$ cat src/rtl/sd_block_arbiter_pkg.sv
// Shared types and constants for the SD block arbiter.
package sd_arb_pkg;

  localparam int NREQ  = 3;
  localparam int LBA_W = 32;
  localparam int WD_W  = 24;

  // Requester indices
  localparam logic [1:0] FDD1 = 2'd0;
  localparam logic [1:0] HDD  = 2'd1;
  localparam logic [1:0] FDD2 = 2'd2;

  typedef enum logic [1:0] {
    ST_IDLE,
    ST_ISSUE,
    ST_XFER,
    ST_DONE
  } arb_state_e;

  // Next requester index in round-robin order, wrapping 2 -> 0.
  function automatic logic [1:0] rr_next(input logic [1:0] idx);
    case (idx)
      FDD1:    return HDD;
      HDD:     return FDD2;
      default: return FDD1;
    endcase
  endfunction

endpackage

$ cat src/rtl/sd_block_arbiter_if.sv
// Host-side block request / sector buffer bus shared by all requesters.
interface sd_block_arbiter_if;
  import sd_arb_pkg::*;

  logic             host_rd;
  logic             host_wr;
  logic [LBA_W-1:0] host_lba;
  logic             host_ack;
  logic [8:0]       host_buff_addr;
  logic             host_buff_wr;
  logic [7:0]       host_buff_din;

  // Arbiter side: issues the block request and supplies write data.
  modport master (
    output host_rd, host_wr, host_lba, host_buff_din,
    input  host_ack, host_buff_wr
  );

  // Host side: acknowledges and drives the sector buffer address/strobe.
  modport slave (
    input  host_rd, host_wr, host_lba, host_buff_din,
    output host_ack, host_buff_addr, host_buff_wr
  );

endinterface

$ cat src/rtl/sd_block_arbiter_rr_pick3.sv
// Combinational round-robin picker over three requesters.
module rr_pick3
  import sd_arb_pkg::*;
(
  input  logic [NREQ-1:0] req,
  input  logic [1:0]      last_grant,
  output logic            valid,
  output logic [1:0]      idx
);

  logic [1:0] c0, c1, c2;

  // Search starts one past the last grant so nobody is served twice while another waits.
  always_comb begin
    c0    = rr_next(last_grant);
    c1    = rr_next(c0);
    c2    = rr_next(c1);
    valid = |req;
    if (req[c0])      idx = c0;
    else if (req[c1]) idx = c1;
    else              idx = c2;
  end

endmodule

$ cat src/rtl/sd_block_arbiter.sv
// Arbitrates three block-device requesters onto a single host block interface.
module sd_block_arbiter
  import sd_arb_pkg::*;
#(
  parameter int TIMEOUT_CYCLES = 14318180
) (
  input  logic                       clk,
  input  logic                       reset_n,
  input  logic [NREQ-1:0]            req_rd,
  input  logic [NREQ-1:0]            req_wr,
  input  logic [NREQ-1:0][LBA_W-1:0] req_lba,
  input  logic [NREQ-1:0][7:0]       req_buff_din,
  output logic [NREQ-1:0]            req_ack,
  output logic [NREQ-1:0]            req_buff_wr,
  output logic [NREQ-1:0]            req_err,
  output logic [1:0]                 grant,
  output logic                       busy,
  sd_block_arbiter_if.master         host
);

  localparam logic [WD_W-1:0] WD_LAST = WD_W'(TIMEOUT_CYCLES - 1);

  arb_state_e       state_q, state_d;
  logic [1:0]       grant_q, grant_d;
  logic [1:0]       last_grant_q, last_grant_d;
  logic [LBA_W-1:0] host_lba_q, host_lba_d;
  logic             host_rd_q, host_rd_d;
  logic             host_wr_q, host_wr_d;
  logic [WD_W-1:0]  wd_q, wd_d;
  logic [NREQ-1:0]  err_q, err_d;
  logic             ack_prev_q, ack_prev_d;

  logic             ack_rise;
  logic             sel_req;
  logic             pick_valid;
  logic [1:0]       pick_idx;

  rr_pick3 u_pick (
    .req        (req_rd | req_wr),
    .last_grant (last_grant_q),
    .valid      (pick_valid),
    .idx        (pick_idx)
  );

  // Next-state and registered-output computation for the arbitration FSM.
  always_comb begin
    state_d      = state_q;
    grant_d      = grant_q;
    last_grant_d = last_grant_q;
    host_lba_d   = host_lba_q;
    host_rd_d    = host_rd_q;
    host_wr_d    = host_wr_q;
    wd_d         = wd_q;
    err_d        = '0;
    ack_prev_d   = host.host_ack;
    ack_rise     = host.host_ack & ~ack_prev_q;
    sel_req      = req_rd[grant_q] | req_wr[grant_q];
    unique case (state_q)
      ST_IDLE: begin
        if (pick_valid) begin
          state_d    = ST_ISSUE;
          grant_d    = pick_idx;
          host_lba_d = req_lba[pick_idx];
          // A read wins over a simultaneous write; the write stays pending.
          host_rd_d  = req_rd[pick_idx];
          host_wr_d  = req_wr[pick_idx] & ~req_rd[pick_idx];
          wd_d       = '0;
        end
      end
      ST_ISSUE: begin
        wd_d = wd_q + WD_W'(1);
        if (ack_rise) begin
          host_rd_d = 1'b0;
          host_wr_d = 1'b0;
          state_d   = ST_XFER;
        end else if (!sel_req) begin
          // Requester withdrew before the host answered: quiet abort.
          host_rd_d = 1'b0;
          host_wr_d = 1'b0;
          state_d   = ST_DONE;
        end else if (wd_q == WD_LAST) begin
          host_rd_d = 1'b0;
          host_wr_d = 1'b0;
          err_d     = NREQ'(1) << grant_q;
          state_d   = ST_DONE;
        end
      end
      ST_XFER: begin
        if (!host.host_ack) state_d = ST_DONE;
      end
      ST_DONE: begin
        last_grant_d = grant_q;
        state_d      = ST_IDLE;
      end
      default: state_d = ST_IDLE;
    endcase
  end

  // State and output registers with synchronous active-low reset.
  always_ff @(posedge clk) begin
    if (!reset_n) begin
      state_q      <= ST_IDLE;
      grant_q      <= FDD1;
      last_grant_q <= FDD2;
      host_lba_q   <= '0;
      host_rd_q    <= 1'b0;
      host_wr_q    <= 1'b0;
      wd_q         <= '0;
      err_q        <= '0;
      ack_prev_q   <= 1'b0;
    end else begin
      state_q      <= state_d;
      grant_q      <= grant_d;
      last_grant_q <= last_grant_d;
      host_lba_q   <= host_lba_d;
      host_rd_q    <= host_rd_d;
      host_wr_q    <= host_wr_d;
      wd_q         <= wd_d;
      err_q        <= err_d;
      ack_prev_q   <= ack_prev_d;
    end
  end

  // Zero-latency routing of host ack, buffer strobe and write data to the granted requester.
  always_comb begin
    req_ack            = '0;
    req_buff_wr        = '0;
    host.host_buff_din = req_buff_din[grant_q];
    if (state_q == ST_ISSUE || state_q == ST_XFER) req_ack[grant_q] = host.host_ack;
    if (state_q == ST_XFER) req_buff_wr[grant_q] = host.host_buff_wr;
  end

  assign host.host_rd  = host_rd_q;
  assign host.host_wr  = host_wr_q;
  assign host.host_lba = host_lba_q;
  assign req_err       = err_q;
  assign grant         = grant_q;
  assign busy          = (state_q != ST_IDLE);

endmodule

$ cat src/flat_wrapper.sv
// flat-port wrapper written by rule: the top's interface ports become plain ports
module sd_block_arbiter_flat import sd_arb_pkg::*;
#(
  parameter int TIMEOUT_CYCLES = 14318180
)
  (clk, reset_n, req_rd, req_wr, req_lba, req_buff_din, req_ack, req_buff_wr, req_err, grant, busy, host_host_rd, host_host_wr, host_host_lba, host_host_buff_din, host_host_ack, host_host_buff_wr);
  sd_block_arbiter_if host_i ();
  input  logic clk;
  input  logic reset_n;
  input  logic [NREQ-1:0] req_rd;
  input  logic [NREQ-1:0] req_wr;
  input  logic [NREQ-1:0][LBA_W-1:0] req_lba;
  input  logic [NREQ-1:0][7:0] req_buff_din;
  output logic [NREQ-1:0] req_ack;
  output logic [NREQ-1:0] req_buff_wr;
  output logic [NREQ-1:0] req_err;
  output logic [1:0] grant;
  output logic busy;
  output wire logic [$bits(host_i.host_rd)-1:0] host_host_rd;
  output wire logic [$bits(host_i.host_wr)-1:0] host_host_wr;
  output wire logic [$bits(host_i.host_lba)-1:0] host_host_lba;
  output wire logic [$bits(host_i.host_buff_din)-1:0] host_host_buff_din;
  input wire logic [$bits(host_i.host_ack)-1:0] host_host_ack;
  input wire logic [$bits(host_i.host_buff_wr)-1:0] host_host_buff_wr;
  assign host_host_rd = host_i.host_rd;
  assign host_host_wr = host_i.host_wr;
  assign host_host_lba = host_i.host_lba;
  assign host_host_buff_din = host_i.host_buff_din;
  assign host_i.host_ack = host_host_ack;
  assign host_i.host_buff_wr = host_host_buff_wr;
  sd_block_arbiter #(.TIMEOUT_CYCLES(TIMEOUT_CYCLES)) u_core (.clk(clk), .reset_n(reset_n), .req_rd(req_rd), .req_wr(req_wr), .req_lba(req_lba), .req_buff_din(req_buff_din), .req_ack(req_ack), .req_buff_wr(req_buff_wr), .req_err(req_err), .grant(grant), .busy(busy), .host(host_i));
endmodule
$ cat config.mk
export PLATFORM = sky130hd
export DESIGN_NAME = sd_block_arbiter_flat
export DESIGN_NICKNAME = d
export VERILOG_FILES = /design/src/rtl/sd_block_arbiter_pkg.sv /design/src/rtl/sd_block_arbiter_if.sv /design/src/rtl/sd_block_arbiter_rr_pick3.sv /design/src/rtl/sd_block_arbiter.sv /design/src/flat_wrapper.sv
export SDC_FILE = /design/constraint.sdc
export NUM_CORES = 1
export LEC_CHECK = 0
export BUFFER_PORTS_ARGS = -buffer_cell sky130_fd_sc_hd__clkbuf_2
export CORE_UTILIZATION = 41
export DETAILED_ROUTE_END_ITERATION = 8
export PLACE_DENSITY = 0.77
export SLEW_MARGIN = 20
export SYNTH_ARGS = -nofsm -noshare
export SYNTH_HDL_FRONTEND = slang
export SYNTH_SLANG_ARGS = --single-unit
$ cat constraint.sdc
create_clock -name clk -period 1.95 [get_ports clk]
set_input_delay 0.195 -clock clk [delete_from_list [all_inputs] [get_ports clk]]
set_output_delay 0.195 -clock clk [all_outputs]
set_load 0.02 [all_outputs]
* Word-level counts from Yosys, hierarchy flattened
Index checks and enable logic that the tools add are counted.
** Word-level totals
- Register bits after elaboration :: 68
- Output and inout bits :: 54
** Operators by class
- Add/sub/neg operators :: 1
- Order comparisons :: 5
- Shift operators :: 1
- Equal/unequal tests :: 10
- Muxes and demuxes :: 40
- Bitwise gates (word level) :: 12
- Reduce and logical (&&, ||, !) cells :: 14
** Operator list (count)
- binary-select mux 32 bit (select 2 bit) :: 1
- case mux 24 bit (2 select lines) :: 1
- two-way mux 32 bit :: 1
- adder 24 x 1 -> 24 bit, second input constant :: 1
- equality test 24 bit, second input constant :: 1
- two-way mux 24 bit :: 1
- binary-select mux 8 bit (select 2 bit) :: 1
- two-way mux 2 bit :: 7
- binary-select mux 1 bit (select 2 bit) :: 6
- less-than comparator 2 x 3 -> 1 bit, second input constant :: 4
- two-way mux 1 bit :: 12
- case mux 2 bit (2 select lines) :: 3
- equality test 2 x 1 -> 1 bit, second input constant :: 4
- logical NOT 2 bit :: 4
- two-way mux 8 bit :: 1
- case mux 2 bit (4 select lines) :: 1
- AND 3 bit :: 2
- two-way mux 3 bit :: 2
- NOT 1 bit :: 6
- AND reduction 3 bit :: 2
- OR reduction 5 bit :: 1
- equality test 2 bit, second input constant :: 2
- inequality test 4 x 3 -> 1 bit, second input constant :: 1
- case mux 1 bit (2 select lines) :: 2
- 13 further kinds :: 16

* Logic depth before layout (Yosys ltp)
Gate-level depths: netlist of run 1.
- Depth in word-level cells :: 14
- Depth in mapped cells :: 9
- Gate-level depth less buffers :: 7

* By module
From an unflattened synthesis of run 1, not the netlist that was laid out.
** Unflattened totals
- Cell total of the unflattened synthesis :: 476
- Area total of the unflattened synthesis :: 3714.8 um^2
** By module, submodules not included
- sd_block_arbiter :: seq. area each 1361.3 um^2, instances 1, area an instance 3661.0 um^2, cells each 466
- rr_pick3 :: seq. area each 0.0 um^2, instances 1, area an instance 53.8 um^2, cells each 10

* Worst setup path before layout of run 1
No wires, ideal clock.
- Kind :: reg2reg
- Start point :: register u_core.state_q[1]
- End point :: register u_core.wd_q[21]
- Arrival time :: 1.887 ns
- Required time :: 1.884 ns
- Library setup time :: 0.066 ns
- Period minus slack after synthesis :: 1.953 ns
- Setup slack :: -0.003 ns
- Cell stages (with the launch flop) :: 8
- Cells stage by stage :: dfxtp_1 inv_1 ha_1 nor2_2 a311oi_4 nand2_4 or4_4 a21oi_2
** Between the ends
- Word-level cells in the longest chain between the ends :: 3
- Elaborated cells on any way between the ends :: 6
** Ends and longest elaborated chain
- start: declaration :: line sd_block_arbiter.sv:23 : arb_state_e state_q, state_d;
- start signal: assignment :: line sd_block_arbiter.sv:112 : state_q <= state_d;
- logical NOT 2 bit or equality test 2 x 1 -> 1 bit (tied branches) :: line sd_block_arbiter.sv:58 : unique case (state_q)
- inequality test 2 x 1 -> 1 bit (no source line) or nonzero test 2 bit (tied branches)
- AND reduction 2 bit (no source line)
- end signal: assignment :: line sd_block_arbiter.sv:118 : wd_q <= wd_d;
- end: declaration :: line sd_block_arbiter.sv:29 : logic [WD_W-1:0] wd_q, wd_d;
Several ways; a longest one is shown, not always the timed one.
A chain may end at the register's enable or synchronous reset.

* Worst setup path in the final report of run 1
- Start point :: register u_core.wd_q[9]
- End point :: register u_core.state_q[1]
** Between the ends
- Word-level cells in the longest chain between the ends :: 3
** Ends and longest elaborated chain
- equality test 24 bit :: line sd_block_arbiter.sv:81 : end else if (wd_q == WD_LAST) begin
- inequality test 4 x 3 -> 1 bit (no source line)
- AND reduction 3 bit (no source line)
No other way between the ends.

==> run summary, run 1 <==
Rows = 33
Final worst-path cycle share = 96.8%
Worst r2r src = u_core.wd_q[9]
Max VDD drop = 0.746 mV
Initial DRT Pass Iterations = 4
Crit path max fanout = 5
Layout cell share with drive strength beyond 1 = 41.5%
Die Y = 94.7 um
CTS Sinks = 68
DRT iter0 DRCs = 226
Worst EP required = 2.22 ns
Mapped Area = 3520 um2
Gpl congestion = 0.815
Reg2reg path depth = 5
Top post-synthesis cells by area = dfxtp_1, mux2i_1, a22oi_1, o21ai_0, xor2_1
Slowest stage delay, CP = 0.63 ns
Yosys top cell area share = 38.7%
Register area = 1360 um2
Worst Path Class, Setup = register to register
GR Overflow Total = 0
Hold Fails Final Rpt = 0
Worst Path Arrival = 2.16 ns
Critical Path Source Type = register
Setup crit end kind = register
Pleak = 2.23 nW
Post-synth cell types = 59
Worst path cell trace = or4b_2 -> nor3_2 -> nand4_1 -> a21oi_2 -> mux2i_1
CTS Buf Count = 9
CTS root buf = clkbuf_8
Final WL = 10400 um
WHS = 0.0629 ns
Vias per cell = 5.35
Top FF cell, synth = dfxtp_1
Hold Crit Class = primary input to register
Hold endpoint = u_core.host.host_lba[13]
Max Cap Viol = 0
Filler Cells Inserted = 737
Register area share after synthesis = 38.7%
Antenna cells = 0
Ports = 184
CTS tree = done
Pwr Density = 1180 nW/um2
Power, Total = 5.87 mW
Max_slew headroom = 47.7%
Min-Delay Path Depth = 3
Vias in the first global route = 3576
Core area = 8260 um2
Tot GR Track Use = 22.9%
Avg WL per Cell = 14.9 um
Final TNS setup = 0 ns
Hold path startpoint = req_lba[77]
Initial core utilization = 42.7%
Detailed Place HPWL = 7960 um
Fraction of registers with async set/reset = 0%
Reg2reg end = u_core.state_q[1]
Most common cell in the netlist = dfxtp_1
Nets = 723
FMAX = 0.530 GHz
Warnings from Yosys = 0
Clock Skew = 0.0108 ns
First-pass GRT wire length = 16000 um
Finished Layout Cells = 698
Post-route ant nets = 0
DP Cell Count = 681
Status = completed
CP max-delay cell = or4b_2
Clk pin slew, worst setup/hold paths = 0.08 ns
Area occupied by multi-input gates = 2050 um2
Reg-to-reg slack, setup = 0.06 ns
Min cycle time layout = 1.89 ns
H-tree Lvls = 3
Mapped Cells = 394
DR DRC count = 0
#FFs+latches synth = 68
Clk buf depth = 2
Input/output buffers = 183
Fin. max-slew vios = 0
Yosys top cell by area = dfxtp_1
Syn_nets = 529
Post-Syn Area per Cell = 8.94 um2
Syn-to-layout area delta = 41.1%
Clk Latency, worst-skew pair = 0.34 ns
EDFF count, synth = 0
Slew @ Worst Pin = 0.784 ns
DR vias = 3736
Die ar. = 8970 um2
Die X = 94.7 um
Pin count of the biggest net entering global routing = 34
Synth cell count leaders = dfxtp_1, mux2i_1, o21ai_0
Endpoints failing setup = 0
Initial antenna violation count = 0
==> timing repair <==
item	4_1_cts	5_1_grt
pin swaps	0	3
buffers inserted	0	1
gates resized for setup	3	7
endpoints found under the setup margin	6	16
gates cloned	0	0
hold buffers	0	0
==> cell families after synthesis <==
group,after synthesis,synth area share [%]
and+or+nand+nor,122,18.2
AOI/OAI and AO/OA,104,19.8
DFF,68,38.7
muxes,43,12.2
buffers and inverters,33,4.65
xor gates and xnor gates,19,4.72
adders and majority gates,5,1.78
==> sequential cells by signal, summed over array words and instances (netlist names) <==
| name | cells |
|---|---|
| u_core.grant | 2 |
| u_core.ack_prev_q | 1 |
| u_core.wd_q | 24 |
| u_core.host.host_wr | 1 |
| u_core.host.host_lba | 32 |
| u_core.last_grant_q | 2 |
| u_core.req_err | 3 |
| u_core.state_q | 2 |
| u_core.host.host_rd | 1 |
==> metal layers <==
layer | share of wire [%] | up-vias | GRT usage, %
met2 | 53 | 127 | 39.7
met5 | 0 | - | 0
li1 | - | 1820 | -
met1 | 41 | 1771 | 27.5
met3 | 4.8 | 18 | 3.95
met4 | 1.8 | 0 | 9.85
==> how the worst max path moves through the flow <==
stage                           start                  endpoint  slack (ns)  cells past startpoint
finish                 u_core.wd_q[9]         u_core.state_q[1]        0.06                      5
global route        u_core.state_q[1]           u_core.wd_q[20]      -0.009                      8
CTS                    u_core.wd_q[8]         u_core.state_q[1]        0.01                      5
detailed placement  u_core.state_q[1]  u_core.host.host_lba[30]       -0.02                      8
global placement            req_rd[0]   u_core.host.host_lba[6]       -0.20                      6
floorplan           u_core.state_q[1]           u_core.wd_q[10]        0.02                      8
==> through the flow <==
step / worst slack [ns] / instance area [um2] / util (%)
6_report: 0.0617 / 4970 / 60.2
5_1_grt: -0.00929 / 4970 / 60.2
4_1_cts: 0.0106 / 4930 / 59.7
3_5_place_dp: -0.0233 / 4660 / 56.4
3_3_place_gp: -0.203 / 4650 / 56.3
2_1_floorplan: 0.0239 / 3520 / -
==> worst max-delay path: cells and delay by family, from the launching register on <==
family           cells  cell delay, ns
AO/OA/AOI/OAI        1            0.25
flip-flops           1            0.41
multiplexers         1            0.19
AND/OR/NAND/NOR      3            0.98
==> cell type report <==
type	instances	area share, %
multi-input cells	293	41.2
repair buffers	207	22.8
flip-flops and latches	68	27.4
clock buffers	9	2.49
inverters	9	0.680
clock inverters	7	2.79
well taps	105	2.64
==> cells in the final DEF (no fill, tap or decap), drive strengths merged, types with 3 or more instances in the layout <==
cell type,instances
a21oi,9
a22oi,32
and3,5
buf,24
bufinv,4
clkbuf,192
clkinv,3
dfxtp,68
ha,5
inv,9
mux2i,43
nand2,29
nand3,14
nand4,9
nor2,34
nor2b,5
nor4,4
o21ai,45
or2,3
xnor2,4
xor2,15
==> power breakdown <==
| group | switching [mW] | internal, mW |
|---|---|---|
| Combinational | 1.52 | 0.960 |
| Sequential | 0.188 | 1.69 |
| Clock | 0.537 | 0.976 |
No activity file was read; power rests on OpenSTA's default activity.
==> run 2: changes to the inputs <==
ABC_AREA = 1   (was not set)
CORE_ASPECT_RATIO = 1.1   (was not set)
CORE_UTILIZATION = 44   (was 41)
PLACE_DENSITY = 0.78   (was 0.77)
==> run summary, run 2 <==
DR vias = 5060 (+35%)
Worst EP required = 2.20 ns (-0.02 ns)
Clk Latency, worst-skew pair = 0.36 ns (+0.02 ns)
Clock Skew = 0.0140 ns (+0.00327 ns)
Pleak = 2.73 nW (+23%)
CTS tree = done
Fraction of registers with async set/reset = 0% (unchanged)
Largest register FFs = 32 (unchanged)
Syn_nets = 811 (+53%)
Top FF cell, synth = dfxtp_1
Crit path max fanout = 4 (-1)
First-pass GRT wire length = 21200 um (+32%)
Core area = 9400 um2 (+14%)
Register area share after synthesis = 31.9% (-6.8 points)
DR DRC count = 0 (unchanged)
Final TNS setup = 0 ns (unchanged)
Clk buf depth = 2 (unchanged)
DRT iter0 DRCs = 203 (-10%)
Slew @ Worst Pin = 0.626 ns (-0.157 ns)
Pwr Density = 1280 nW/um2 (+7.9%)
Rows = 37 (+12%)
Top post-synthesis cells by area = dfxtp_1, nand2_1, nor2_1, a21oi_1, nand4_1
Ports = 184 (unchanged)
Worst Path Class, Setup = register to register
Mapped Area = 4270 um2 (+21%)
Yosys top cell by area = dfxtp_1
CTS Hold Bufs = 0 (unchanged)
Reg2reg end = u_core.wd_q[12]
Post-CTS Setup Bufs = 0 (unchanged)
Detailed Place HPWL = 9830 um (+23%)
Max VDD drop = 0.962 mV (+29%)
Vias per cell = 5.15 (-3.7%)
CTS Buf Count = 9 (unchanged)
Max_slew headroom = 58.2% (+11 points)
Final WL = 12800 um (+23%)
Clk pin slew, worst setup/hold paths = 0.08 ns (about the same)
FMAX = 0.569 GHz (+7.5%)
Unrepaired setup endpoints after global routing = false
Min-Delay Path Depth = 3 (unchanged)
Post-synth cell types = 36 (-39%)
Max Cap Viol = 0 (unchanged)
Status = completed
Tot GR Track Use = 26.5% (+3.6 points)
Critical Path Source Type = register
Syn-to-layout area delta = 31.1%
Mapped Cells = 676 (+72%)
Initial core utilization = 45.4% (+2.8 points)
Worst Path Arrival = 2.00 ns (-0.16 ns)
CTS Sinks = 68 (unchanged)
Gpl congestion = 0.880 (+8.0%)
Min cycle time layout = 1.76 ns (-0.132 ns)
Final worst-path cycle share = 90.1% (-6.8 points)
Hold Fails Final Rpt = 0 (unchanged)
Pin count of the biggest net entering global routing = 35 (+2.9%)
Reg2reg path depth = 10 (+5)
Yosys top cell area share = 31.9% (-6.8 points)
GR Overflow Total = 0 (unchanged)
Hold Crit Class = primary input to register
Finished Layout Cells = 982 (+41%)
Endpoints failing setup = 0 (unchanged)
Most frequent cells in the layout = nand2_1, clkbuf_2, nor2_1
Nets = 995 (+38%)
Initial antenna violation count = 0 (unchanged)
Post-Syn Area per Cell = 6.31 um2 (-29%)
H-tree Lvls = 3 (unchanged)
Layout cell share with drive strength beyond 1 = 30.5% (-11 points)
DP Cell Count = 966 (+42%)
EDFF count, synth = 0 (unchanged)
Synth cell count leaders = nand2_1, nor2_1, dfxtp_1
Hold endpoint = u_core.ack_prev_q
Setup crit end kind = register
Commonest non-fill, non-tap cell in the layout = nand2_1
Avg WL per Cell = 13.0 um (-12%)
#FFs+latches synth = 68 (unchanged)
CTS root buf = clkbuf_8
Input/output buffers = 183 (unchanged)
Hold path startpoint = host_host_ack
Worst r2r src = u_core.wd_q[1]
Initial DRT Pass Iterations = 7 (+3)
Warnings from Yosys = 0 (unchanged)
Reg-to-reg slack, setup = 0.19 ns (+0.13 ns)
Antenna cells = 0 (unchanged)
Die Y = 105 um (+11%)
Vias in the first global route = 4755 (+33%)
Die X = 95.9 um (+1.3%)
Fin. max-slew vios = 0 (unchanged)
Die ar. = 10100 um2 (+13%)
Post-route ant nets = 0 (unchanged)
Most common cell in the netlist = nand2_1
run 2: cells by family after synthesis:
family / Yosys count / share of synthesized area, %
adder cells (fa/ha/maj): 5 / 1.47
flip-flops: 68 / 31.9
XOR/XNOR: 3 / 0.616
AND/OR/NAND/NOR: 393 / 40.6
buffers and inverters: 79 / 8.00
AO/OA/AOI/OAI: 128 / 17.4
run 2: area by class of cell:
cell class | count | area, um2
multi-input combinational | 529 | 2570
tap | 117 | 146
sequential | 68 | 1360
inverter | 49 | 184
fill | 913 | 3800
clock inverter | 7 | 125
timing repair buffer | 203 | 1080
clock buffer | 9 | 124
run 2: critical path, cell delays in order (launching register included):
cell and delay, ns:
dfxtp_1 0.40, ha_1 0.19, nand2_1 0.09, nor2_1 0.15, nand2_1 0.09, inv_1 0.13
nand3_1 0.14, nor2_1 0.15, nand2_1 0.08, o21ai_0 0.17, nor2_1 0.07
run 2: timing repair:
item                                   CTS  global route
gates resized for setup                  0             2
endpoints found under the hold margin    0             0
setup endpoints to repair                0             3
run 2: how the worst max path moves through the flow:
stage / from / end / slack (ns) / depth (start not counted)
5_1_grt: u_core.state_q[1] / u_core.wd_q[11] / 0.006 / 12
4_1_cts: u_core.state_q[0] / u_core.wd_q[11] / 0.16 / 12
3_3_place_gp: u_core.last_grant_q[1] / u_core.host.host_lba[3] / 0.23 / 9
3_5_place_dp: u_core.state_q[0] / u_core.wd_q[11] / 0.16 / 12
2_1_floorplan: u_core.state_q[0] / u_core.wd_q[12] / 0.14 / 11
6_report: u_core.wd_q[1] / u_core.wd_q[12] / 0.19 / 10
run 2: layer usage:
metal  vias up  global-route usage, %  wire (um)
met5         -                      0          0
met4         0                   9.28        282
met3        29                   6.78        719
met2       167                   46.0       6460
met1      2274                   30.8       5320
li1       2590                      -          -
run 2: where the power goes:
group / switching [mW] / leakage, nW / internal [mW]
Sequential: 0.245 / 0.557 / 1.74
Clock: 0.603 / 0.124 / 0.858
Combinational: 2.45 / 2.05 / 1.24
run 2: stage by stage:
stage | cell area [um2] | setup WS, ns | total power [mW] | hold slack, ns | utilization (%)
finish | 5600 | 0.194 | 7.14 | 0.0798 | 59.5
global route | 5600 | 0.00613 | 7.69 | 0.0736 | 59.5
CTS | 5590 | 0.159 | 7.16 | 0.0619 | 59.5
detailed placement | 5340 | 0.165 | 5.69 | 0.436 | 56.9
global placement | 5340 | 0.229 | 5.66 | 0.433 | 56.9
floorplan | 4270 | 0.137 | 4.59 | 0.293 | -
